### src/rtl/freq_meter.sv
// Square-wave frequency meter: counts synchronised rising edges of sig_in over
// back-to-back gate windows of GATE_CYCLES clocks and publishes each count with a strobe.
module freq_meter #(
  parameter int GATE_CYCLES = 50000000,
  parameter int CNT_W       = 32,
  parameter int SYNC_STAGES = 2
) (
  input  logic             clk,
  input  logic             nRST,
  input  logic             en,
  input  logic             sig_in,
  output logic [CNT_W-1:0] freq,
  output logic             freq_valid,
  output logic             overflow,
  output logic             busy
);

  localparam int GATE_W = (GATE_CYCLES > 2) ? $clog2(GATE_CYCLES) : 1;
  localparam logic [GATE_W-1:0] GATE_LAST = GATE_W'(GATE_CYCLES - 1);
  localparam logic [CNT_W-1:0]  CNT_MAX   = '1;

  typedef enum logic {IDLE, MEASURE} state_t;

  state_t                 state_reg, state_next;
  logic [SYNC_STAGES-1:0] sync_reg;
  logic                   prev_reg;
  logic [GATE_W-1:0]      gate_cnt_reg;
  logic [CNT_W-1:0]       edge_cnt_reg;
  logic                   sat_reg;

  logic                   rise;
  logic [CNT_W:0]         edge_sum;
  logic                   sum_sat;
  logic [CNT_W-1:0]       edge_next;
  logic                   window_end;
  logic                   abort;

  // One extra bit on the sum exposes the carry that marks saturation.
  always_comb begin
    rise      = sync_reg[SYNC_STAGES-1] & ~prev_reg;
    edge_sum  = {1'b0, edge_cnt_reg} + {{CNT_W{1'b0}}, rise};
    sum_sat   = edge_sum[CNT_W];
    edge_next = sum_sat ? CNT_MAX : edge_sum[CNT_W-1:0];
  end

  always_comb begin
    state_next = state_reg;
    window_end = 1'b0;
    abort      = 1'b0;
    busy       = 1'b0;
    case (state_reg)
      IDLE: begin
        if (en) state_next = MEASURE;
      end
      MEASURE: begin
        busy = 1'b1;
        // Dropping en wins over a coinciding window end: no strobe is issued.
        if (!en) begin
          abort      = 1'b1;
          state_next = IDLE;
        end else if (gate_cnt_reg == GATE_LAST) begin
          window_end = 1'b1;
        end
      end
      default: state_next = IDLE;
    endcase
  end

  always_ff @(posedge clk) begin
    if (!nRST) begin
      state_reg    <= IDLE;
      sync_reg     <= '0;
      prev_reg     <= 1'b0;
      gate_cnt_reg <= '0;
      edge_cnt_reg <= '0;
      sat_reg      <= 1'b0;
      freq         <= '0;
      freq_valid   <= 1'b0;
      overflow     <= 1'b0;
    end else begin
      sync_reg   <= {sync_reg[SYNC_STAGES-2:0], sig_in};
      prev_reg   <= sync_reg[SYNC_STAGES-1];
      state_reg  <= state_next;
      freq_valid <= 1'b0;
      if (state_reg == MEASURE && !abort) begin
        if (window_end) begin
          // The rise seen on the last gate cycle belongs to the ending window.
          freq         <= edge_next;
          overflow     <= sat_reg | sum_sat;
          freq_valid   <= 1'b1;
          gate_cnt_reg <= '0;
          edge_cnt_reg <= '0;
          sat_reg      <= 1'b0;
        end else begin
          gate_cnt_reg <= gate_cnt_reg + 1'b1;
          edge_cnt_reg <= edge_next;
          sat_reg      <= sat_reg | sum_sat;
        end
      end else begin
        gate_cnt_reg <= '0;
        edge_cnt_reg <= '0;
        sat_reg      <= 1'b0;
      end
    end
  end

endmodule

### config.mk
export PLATFORM = sky130hd
export DESIGN_NAME = freq_meter
export DESIGN_NICKNAME = d
export VERILOG_FILES = /design/src/rtl/freq_meter.sv
export SDC_FILE = /design/constraint.sdc
export NUM_CORES = 1
export LEC_CHECK = 0
export CORE_MARGIN = 10
export CORE_UTILIZATION = 35
export CTS_CLUSTER_DIAMETER = 200
export CTS_CLUSTER_SIZE = 20
export DETAILED_ROUTE_END_ITERATION = 8
export PLACE_DENSITY = 0.59
export SYNTH_ARGS = -nofsm -noshare
export SYNTH_HDL_FRONTEND = slang
export SYNTH_SLANG_ARGS = --single-unit
### constraint.sdc
create_clock -name clk -period 3.1 [get_ports clk]
set_input_delay 0.62 -clock clk [delete_from_list [all_inputs] [get_ports clk]]
set_output_delay 0.62 -clock clk [all_outputs]
set_load 0.01 [all_outputs]
Yosys cells after proc, flatten, opt, wreduce, memory -nomap -nowiden. Index checks and enable logic that the tools add are counted.

$add $sub $neg: 2. Equal/unequal tests: 1. Mux-type cells: 9. Bitwise logic cells: 5. Reductions and logical operators: 5.

Operators by type and width (count): adder 32 x 1 -> 33 bit (1); two-way mux 32 bit (1); adder 26 x 1 -> 26 bit (second input constant) (1); == test 26 bit (second input constant) (1); two-way mux 1 bit (8); AND reduction 2 bit (2); NOT 1 bit (3); OR reduction 3 bit (1); AND 1 bit (1); logical AND 1 bit (1); zero test 1 bit (1); bitwise OR 1 bit (1).

Bits in registers: 97. Output and inout port bits: 35.

Logic depth before layout (Yosys ltp).
Word-level depth: 6. Depth in mapped cells: 8.

Worst setup path after synthesis. OpenSTA, ideal clock, no wires.

Kind: reg-to-reg. Start: register sync_reg[1]. End: register freq[30]. Library setup time: 0.128 ns. Data arrival time: 1.941 ns. Required time: 2.972 ns. Slack: 1.031 ns. Cell stages (with the launch flop): 8. Cells stage by stage: dfxtp_1 -> nor2b_1 -> ha_1 -> nand3_1 -> nor4_4 -> nand3_1 -> o311ai_0 -> a21oi_1.

Longest elaborated chain between the ends: 3.

RTL lines: from (decl) (line 25) `logic [SYNC_STAGES-1:0] sync_reg;`; from (signal assigned) (line 81) `sync_reg <= {sync_reg[SYNC_STAGES-2:0], sig_in};`; AND 1 bit (line 40) `rise = sync_reg[SYNC_STAGES-1] & ~prev_reg;`; adder 32 x 1 -> 33 bit (line 41) `edge_sum = {1'b0, edge_cnt_reg} + {{CNT_W{1'b0}}, rise};`; two-way mux 32 bit (line 43) `edge_next = sum_sat ? CNT_MAX : edge_sum[CNT_W-1:0];`; to (signal assigned) (line 88) `freq <= edge_next;`; to (decl) (line 12) `output logic [CNT_W-1:0] freq,`.

No other way between the ends. A chain may end at the register's enable or synchronous reset.

Final worst setup path.
Start: register sync_reg[1]. End: register freq[7].

The elaborated chain is that of the path after synthesis.

==> flow_metrics.tcl <==
set metrics [dict create \
    start_util 0.3584 \
    pin_count 39 \
    finalClockSkew_ps 9.038 \
    hold_violations 0 \
    hold_end "sync_reg[1]" \
    synth_top_area_share 0.4745 \
    cts.clk_slew.worst_paths_ps 70 \
    pre_cts_slack_ps 549.9 \
    gr-max-usage-layer "met2" \
    grt_pass1_wl_um 15920 \
    crit_start "sync_reg[1]" \
    synth_area_leaders "dfxtp_1, nor2_1, xor2_1" \
    cts_max_level 3 \
    synth-seq-cells 97 \
    syn_inst 459 \
    die-area_sq_um 16420 \
    worstHoldStart "sync_reg[0]" \
    ff2ff_path_depth 7 \
    drive_above_1_share 0.09581 \
    synth_cell_type_count 53 \
    period_share 0.8011 \
    hpwl_um 6634 \
    ctsRootBufferMaster "clkbuf_16" \
    min_period_ps 2483 \
    cts.sinks 97 \
    r2r_setup_slack_ps 620 \
    crit_chain "nor2b_1 > ha_1 > nand3_1 > or4_4 > nor2_4 > nand2_1 > a31oi_1" \
    ir_drop_mv 0.3716 \
    hold-worst-slack_ps 432.8 \
    cts_tree "yes" \
    hp-class "flop to flop" \
    cp-start-kind "flop" \
    min_path_cells 1 \
    critPathKind "flop to flop" \
    status "complete, no violations" \
    tns_ps 0 \
    drc 0 \
    mappedNetlistArea_sq_um 4093 \
    p_int_uw 1990 \
    grt_max_degree 60 \
    viasPerCell 5.318 \
    clockPowerShare 0.487 \
    fmax_mhz 402.7 \
    grt_overflow 0 \
    syn_avg_cell_area_sq_um 8.917 \
    r2r_end "freq[7]" \
    vias 3425 \
    max_slew.worst_pin.slew_ps 653.2 \
    clk_latency_ps 350 \
    powerDensity_nw_per_um2 503.7 \
    rsz0062_at_grt "no" \
    cts_resized 0 \
    arrival_ps 2760 \
    syn-num-nets 466 \
    synth_warnings 0 \
    cp_max_fo 15 \
    sw_frac_of_total 0.2003 \
    track_usage 0.1187 \
    fin_util 0.4326 \
    slew_headroom 0.5605 \
    numCtsBuffers 9 \
    drt_first_iter_violations 190 \
    post_drt_wl_per_cell_um 14.69 \
    nets 503 \
    p_sw_uw 498.5 \
    grtUsageMet1 0.1396 \
    die_h_um 128.1 \
    cts_buffer_depth 2 \
    finalWorstSetupSlack_ps 616.6 \
    power.share.sequential 0.502 \
    die_w_um 128.1 \
    post_cts_buffers 0 \
    synth_largest_area_cell "dfxtp_1" \
    crit_slowest_cell "or4_4" \
    power_frac_comb 0.011 \
    io_buffers 38 \
    final_common_cell "dfxtp_1" \
    yosysSeqAreaShare 0.4745 \
    r2r-start "sync_reg[1]" \
    antenna_cells 0 \
    first_pass_iters 5 \
    place_congestion 0.8467 \
    slowest_delay_ps 630 \
    maxCapViolCount 0 \
    synth-main-ff-cell "dfxtp_1" \
    cp.required_ps 3370 \
    final_cell_mix "dfxtp_1, nor2_1, nand2_1" \
    leakagePower_uw 0.001675 \
    core_sq_um 11420 \
    area_delta_synth_final_pct 20.70 \
    async_reset_ff_frac 0 \
    setup_viol 0 \
    grt.met2_usage 0.1906 \
    synth-edff-count 0 \
    rows 39 \
    crit_path_end_kind "flop" \
    hold_buffers 0 \
    first_global_vias 3286 \
    use_met3 0.04756 \
    ant_nets 0 \
    antenna_found_initial 0 \
    routed_wl_um 9458 \
    slew_violations 0 \
]
## critical path, delay by kind of cell, from the launching register on
family / cells / cell delay, ps
compound gates: 1 / 300
fa+ha+maj: 1 / 220
simple gates: 5 / 1570
flops: 1 / 310
## cells by family after synthesis
logic type	synth area share
AND/OR/NAND/NOR	0.2663
flip-flops	0.4745
AO/OA/AOI/OAI	0.1281
XOR/XNOR	0.07276
buffers and inverters	0.03699
multiplexers	0.01223
adder cells (fa/ha/maj)	0.009172
## cells in the mapped netlist (all sizes together), types with 2 or more instances
| cell type | instances |
|---|---|
| buf | 13 |
| xnor2 | 16 |
| o21ai | 20 |
| xor2 | 18 |
| ha | 3 |
| a21o | 3 |
| dfxtp | 97 |
| a31o | 3 |
| and4 | 5 |
| nand2b | 2 |
| nor2 | 70 |
| mux2i | 5 |
| o22ai | 10 |
| or4 | 3 |
| a211oi | 4 |
| nor3 | 13 |
| nor4bb | 2 |
| nand3 | 22 |
| and2 | 6 |
| a21oi | 29 |
| a31oi | 7 |
| nand2 | 40 |
| a41o | 2 |
| inv | 8 |
| nand4 | 18 |
| a41oi | 2 |
| clkbuf | 7 |
| nor4 | 9 |
| and3 | 12 |
## metal layers
layer	wire length, um	up-vias
met5	0	-
li1	-	1705
met3	600	12
met2	4415	80
met4	159	0
met1	4282	1628
## power groups by stage
stage                     registers [uW]  clock network, uW  logic, uW
after global placement              1280                  0       28.2
final                               1250               1210       28.3
after CTS                           1250               1240       28.7
after global routing                1250               1300       31.3
after detailed placement            1280                  0       28.6
after floorplan                     1280                  0       18.0
## through the flow
stage,instances,instance area [sq um],total power (uW)
final,644,4940,2488
after global routing,644,4940,2578
after detailed placement,628,4609,1306
after global placement,628,4609,1306
after CTS,644,4940,2522
after floorplan,459,4093,1296
## final cells by class
type,count,area (sq um)
Fill cell,1136,6479
Multi-Input combinational cell,334,2006
Sequential cell,97,1942
Timing Repair Buffer,46,452.9
Clock buffer,10,239.0
Tap cell,143,178.9
Clock inverter,6,91.34
Inverter,8,30.03
## how the worst max path moves through the flow
stage                     depth (start not counted)                to  slack, ps
after global placement                            7  edge_cnt_reg[18]        590
after detailed placement                          7  edge_cnt_reg[17]        550
after floorplan                                   7          freq[30]       1030
final                                             7           freq[7]        620
after global routing                              7           freq[5]        370
after CTS                                         7           freq[5]        590
Power figures use the tool's default switching activity.
==> RTL edit 1, RTL diff (same flow settings) <==
Put one more register stage on the output `freq`, with the module's reset. The value now appears one clock later. The other outputs are not delayed to match.
--- a/src/rtl/freq_meter.sv
+++ b/src/rtl/freq_meter.sv
@@ -21,4 +21,6 @@
 
   typedef enum logic {IDLE, MEASURE} state_t;
+
+  logic [CNT_W-1:0] freq_s0;
 
   state_t                 state_reg, state_next;
@@ -75,5 +77,5 @@
       edge_cnt_reg <= '0;
       sat_reg      <= 1'b0;
-      freq         <= '0;
+      freq_s0      <= '0;
       freq_valid   <= 1'b0;
       overflow     <= 1'b0;
@@ -86,5 +88,5 @@
         if (window_end) begin
           // The rise seen on the last gate cycle belongs to the ending window.
-          freq         <= edge_next;
+          freq_s0      <= edge_next;
           overflow     <= sat_reg | sum_sat;
           freq_valid   <= 1'b1;
@@ -105,4 +107,12 @@
   end
 
+  always_ff @(posedge clk) begin
+    if (!nRST) begin
+      freq <= '0;
+    end else begin
+      freq <= freq_s0;
+    end
+  end
+
 endmodule
 
Behaviour: same outputs for any inputs over 10 cycles, from zero or initial values and one cycle with nRST low; that may be too few to reach the edited logic, so the function may still have changed.
==> RTL edit 1 against the original RTL <==
- setup slack improved by 110 ps
- cell area rose by 22%
- synthesized cell count rose by 13%
- global-route usage down 0.45 points
- wire length increased by 6.4%
- sequential power rose by 33%
- synthesized area up 18%
- sequential cell count grew 32
- core utilization increased by 1.9 points
- sequential share of layout area up 3.5 points
- power is 55% higher
- critical path type unchanged
- critical endpoint is now freq_s0[23]$_SDFFE_PN0P_
- highest routed layer unchanged
==> RTL edit 1: results (changes against the original RTL) <==
| Metric | Value |
|---|---|
| Grt met3 use | `4.52% (-0.24 points)` |
| Register area share after synthesis | `53.7% (+6.2 points)` |
| Multi-input combinational area share | `34.7% (-5.9 points)` |
| Post-Route WL | `10.1 mm (+6.4%)` |
| Routing usage on met2 | `17.5% (-1.6 points)` |
| Share of cells above drive strength 1 | `8.70% (-0.89 points)` |
| Syn Nets | `524 (+12%)` |
| Layout non-clock buf frac | `7.68% (-1.5 points)` |
| Mapped Avg Cell Area | `9.30 µm² (+4.3%)` |
| M1 GR Usage | `13.9% (-0.037 points)` |
| Worst EP arrival | `2710 ps (-50 ps)` |
| Clock latency on the worst-skew pair | `420 ps (+70 ps)` |
| Final net count | `569 (+13%)` |
| Least-Margin Pin Slew | `585 ps (-68.0 ps)` |
| Placed cell count | `719 (+14%)` |
| Pre-antenna DRT Iters | `4 (-1)` |
| Num CTS Buffers | `17 (+8)` |
| Iter 0 DRT Violations | `192 (+1.1%)` |
| Number of synthesized register bits | `129 (+33%)` |
| Clock skew | `7.76 ps (-1.28 ps)` |
| Synth top cells by count | `129 x dfxtp_1, 70 x nor2_1, 43 x a21oi_1` |
| Unique masters post-synth | `43 (-19%)` |
| DRT met1 WL | `4.64 mm (+8.4%)` |
| Met2 WL | `4.71 mm (+6.6%)` |
| Min-Delay Startpoint | `freq_s0[15]$_SDFFE_PN0P_` |
| Vias per cell | `4.82 (-9.4%)` |
| H-tree levels | `4 (+1)` |
| R2r setup slk | `730 ps (+110 ps)` |
| # clk buffers | `18 (+8)` |
| Seq area share | `42.8% (+3.5 points)` |
| DR vias | `3618 (+5.6%)` |
| Hold worst-path end | `freq[15]$_SDFF_PN0_` |
| Largest net degree at the start of global routing | `66 (+10%)` |
| Max Fanout on Critical Path | `12 (-3)` |
| Critical R2R Launch | `sync_reg[1]$_SDFF_PN0_` |
| Multi-input gates | `359 (+7.5%)` |
| Outcome | `completed` |
| Detailed Place HPWL | `6.71 mm (+1.1%)` |
| Sw Ratio | `19.4% (-0.68 points)` |
| Combinational share of power | `0.7% (-0.4 points)` |
| Number of fill cells in the layout | `1314 (+16%)` |
| Reg-to-reg critical path endpoint | `freq_s0[23]$_SDFFE_PN0P_` |
| Sequential power share | `43.0% (-7.2 points)` |
| Tot GR Track Use | `11.4% (-0.45 points)` |
| Non-clk bufs | `49 (+6.5%)` |
| First-pass GRT wire length | `17.3 mm (+8.4%)` |
| Leak | `0.00217 µW (+29%)` |
[RTL edit 1: cell families (layout without fill, tap and decap cells)]
family | count (synthesis) | after routing | share of synthesized area, %
compound gates | 87 | 87 | 9.70
xor+xnor | 45 | 45 | 8.19
fa+ha+maj | 3 | 3 | 0.781
buf+inv | 29 | 87 | 2.86
flops | 129 | 129 | 53.7
mux | 2 | 2 | 0.416
simple gates | 222 | 222 | 24.3
[RTL edit 1: through the flow]
| stage | area (µm²) | setup WS (ps) | hold WS (ps) | total power (µW) | util, % |
|---|---|---|---|---|---|
| after floorplan | 4810 | 1030 | 412 | 1720 | - |
| after global placement | 5380 | 647 | 437 | 1730 | 40.3 |
| after detailed placement | 5380 | 572 | 434 | 1730 | 40.3 |
| after CTS | 6030 | 686 | 449 | 3910 | 45.2 |
| after global routing | 6030 | 438 | 465 | 3990 | 45.2 |
| final | 6030 | 730 | 446 | 3860 | 45.2 |
==> RTL edit 2, RTL diff (same flow settings) <==
Made on the original files. `CNT_W`: 32 -> 48.
--- a/src/rtl/freq_meter.sv
+++ b/src/rtl/freq_meter.sv
@@ -3,5 +3,5 @@
 module freq_meter #(
   parameter int GATE_CYCLES = 50000000,
-  parameter int CNT_W       = 32,
+  parameter int CNT_W       = 48,
   parameter int SYNC_STAGES = 2
 ) (
Ports: changed (resized freq); port bits go from 39 to 55. No check against the original RTL was run, so the function may have changed too.
==> RTL edit 2 against the original RTL <==
- via count up 36%
- cell count increased by 39%
- cell area up 39%
- sequential share of layout area shrank 1.8 points
- count of clock-buffer cells in the layout up 9
- sequential cell count rose by 32
- largest power group is now the clock network
- wire length up 46%
- critical path type unchanged
- setup slack got worse by 190 ps
- global-route usage up 1.4 points
- synthesized area increased by 35%
- power increased by 47%
- die area up 29%
==> RTL edit 2: results (changes against the original RTL) <==
| Metric | Value |
|---|---|
| Syn Nets | `620 (+33%)` |
| Clock skew | `8.96 ps (-0.0780 ps)` |
| Leak | `0.00227 µW (+35%)` |
| Vias per cell | `5.22 (-1.9%)` |
| PortBufs | `54 (+42%)` |
| Share of cells above drive strength 1 | `10.9% (+1.3 points)` |
| Reg-to-reg critical path endpoint | `freq[6]$_SDFFE_PN0P_` |
| Synth top cells by count | `129 x dfxtp_1, 79 x nor2_1, 54 x a21oi_1` |
| Met2 WL | `6.59 mm (+49%)` |
| Tot GR Track Use | `13.3% (+1.4 points)` |
| Clock latency on the worst-skew pair | `420 ps (+70 ps)` |
| Outcome | `completed` |
| Unique masters post-synth | `45 (-15%)` |
| Num CTS Buffers | `17 (+8)` |
| Synth top area cells | `dfxtp_1 47%, xor2_1 7.5%, nor2_1 5.4%` |
| H-tree levels | `4 (+1)` |
| Worst reg2reg path depth | `9 (+2)` |
| M1 GR Usage | `16.0% (+2.1 points)` |
| Routability cong. | `0.850 (+0.34%)` |
| Worst EP arrival | `3000 ps (+240 ps)` |
| Max Fanout on Critical Path | `12 (-3)` |
| R2r setup slk | `430 ps (-190 ps)` |
| Post-Route WL | `13.8 mm (+46%)` |
| Final net count | `675 (+34%)` |
| Largest net degree at the start of global routing | `50 (-17%)` |
| Least-Margin Pin Slew | `857 ps (+204 ps)` |
| VDD IR-drop max | `0.376 mV (+1.2%)` |
| DRT met1 WL | `6.20 mm (+45%)` |
| Iter 0 DRT Violations | `212 (+12%)` |
| Routing usage on met2 | `21.6% (+2.6 points)` |
[RTL edit 2: changes by cell type after synthesis, sizes merged, moves of 8 or more]
cell,change
nand4,+14
nand3,+9
nor4,+8
nor2,+10
nor3,+10
dfxtp,+32
a21oi,+35
o22ai,-10
nand2,-13
xor2,+29
o21ai,+21
clkbuf,+16
[RTL edit 2: critical path, stage by stage (launching register included)]
cell,delay (ps)
dfxtp_1,310
nor2b_1,130
ha_1,210
ha_1,240
nand3_1,190
or4_4,550
nor4_4,340
buf_4,270
nor2_1,90
a211oi_1,240
[RTL edit 2: through the flow]
stage                     std cells  area (µm²)  worst slack, ps  hold WS (ps)  util [%]
final                           892        6890              430           440      45.0
after global routing            892        6890              172           476      45.0
after CTS                       892        6880              245           442      44.9
after detailed placement        860        6290              254           427      41.1
after global placement          860        6290              405           426      41.1
after floorplan                 613        5520              654           412         -
[RTL edit 2: cells by family (layout without fill, tap and decap cells)]
logic type	Yosys count	after routing	synth area share, %
mux	3	3	0.544
buf+inv	40	108	3.51
xor+xnor	63	63	10.0
flops	129	129	46.8
compound gates	122	122	14.4
fa+ha+maj	3	3	0.680
simple gates	253	253	24.1
[RTL edit 2: cell type report]
type	instances	area share [%]
multi-input combinational	444	40.0
clock inverter	13	1.98
clock buffer	19	6.58
timing repair buffer	70	9.78
sequential	129	37.5
tap	211	3.83
inverter	6	0.327
[RTL edit 2: what timing repair did]
item | in CTS | in global routing
resized for setup | 0 | 1
buffers inserted | 0 | 0
setup endpoints to repair | 0 | 1
[RTL edit 2: report_power, final]
part           internal (µW)  leakage (µW)  switching, µW
Clock                   1220      0.000281            735
Sequential              1660       0.00104           1.40
Combinational           10.5      0.000946           23.7
Total                   2890       0.00227            760
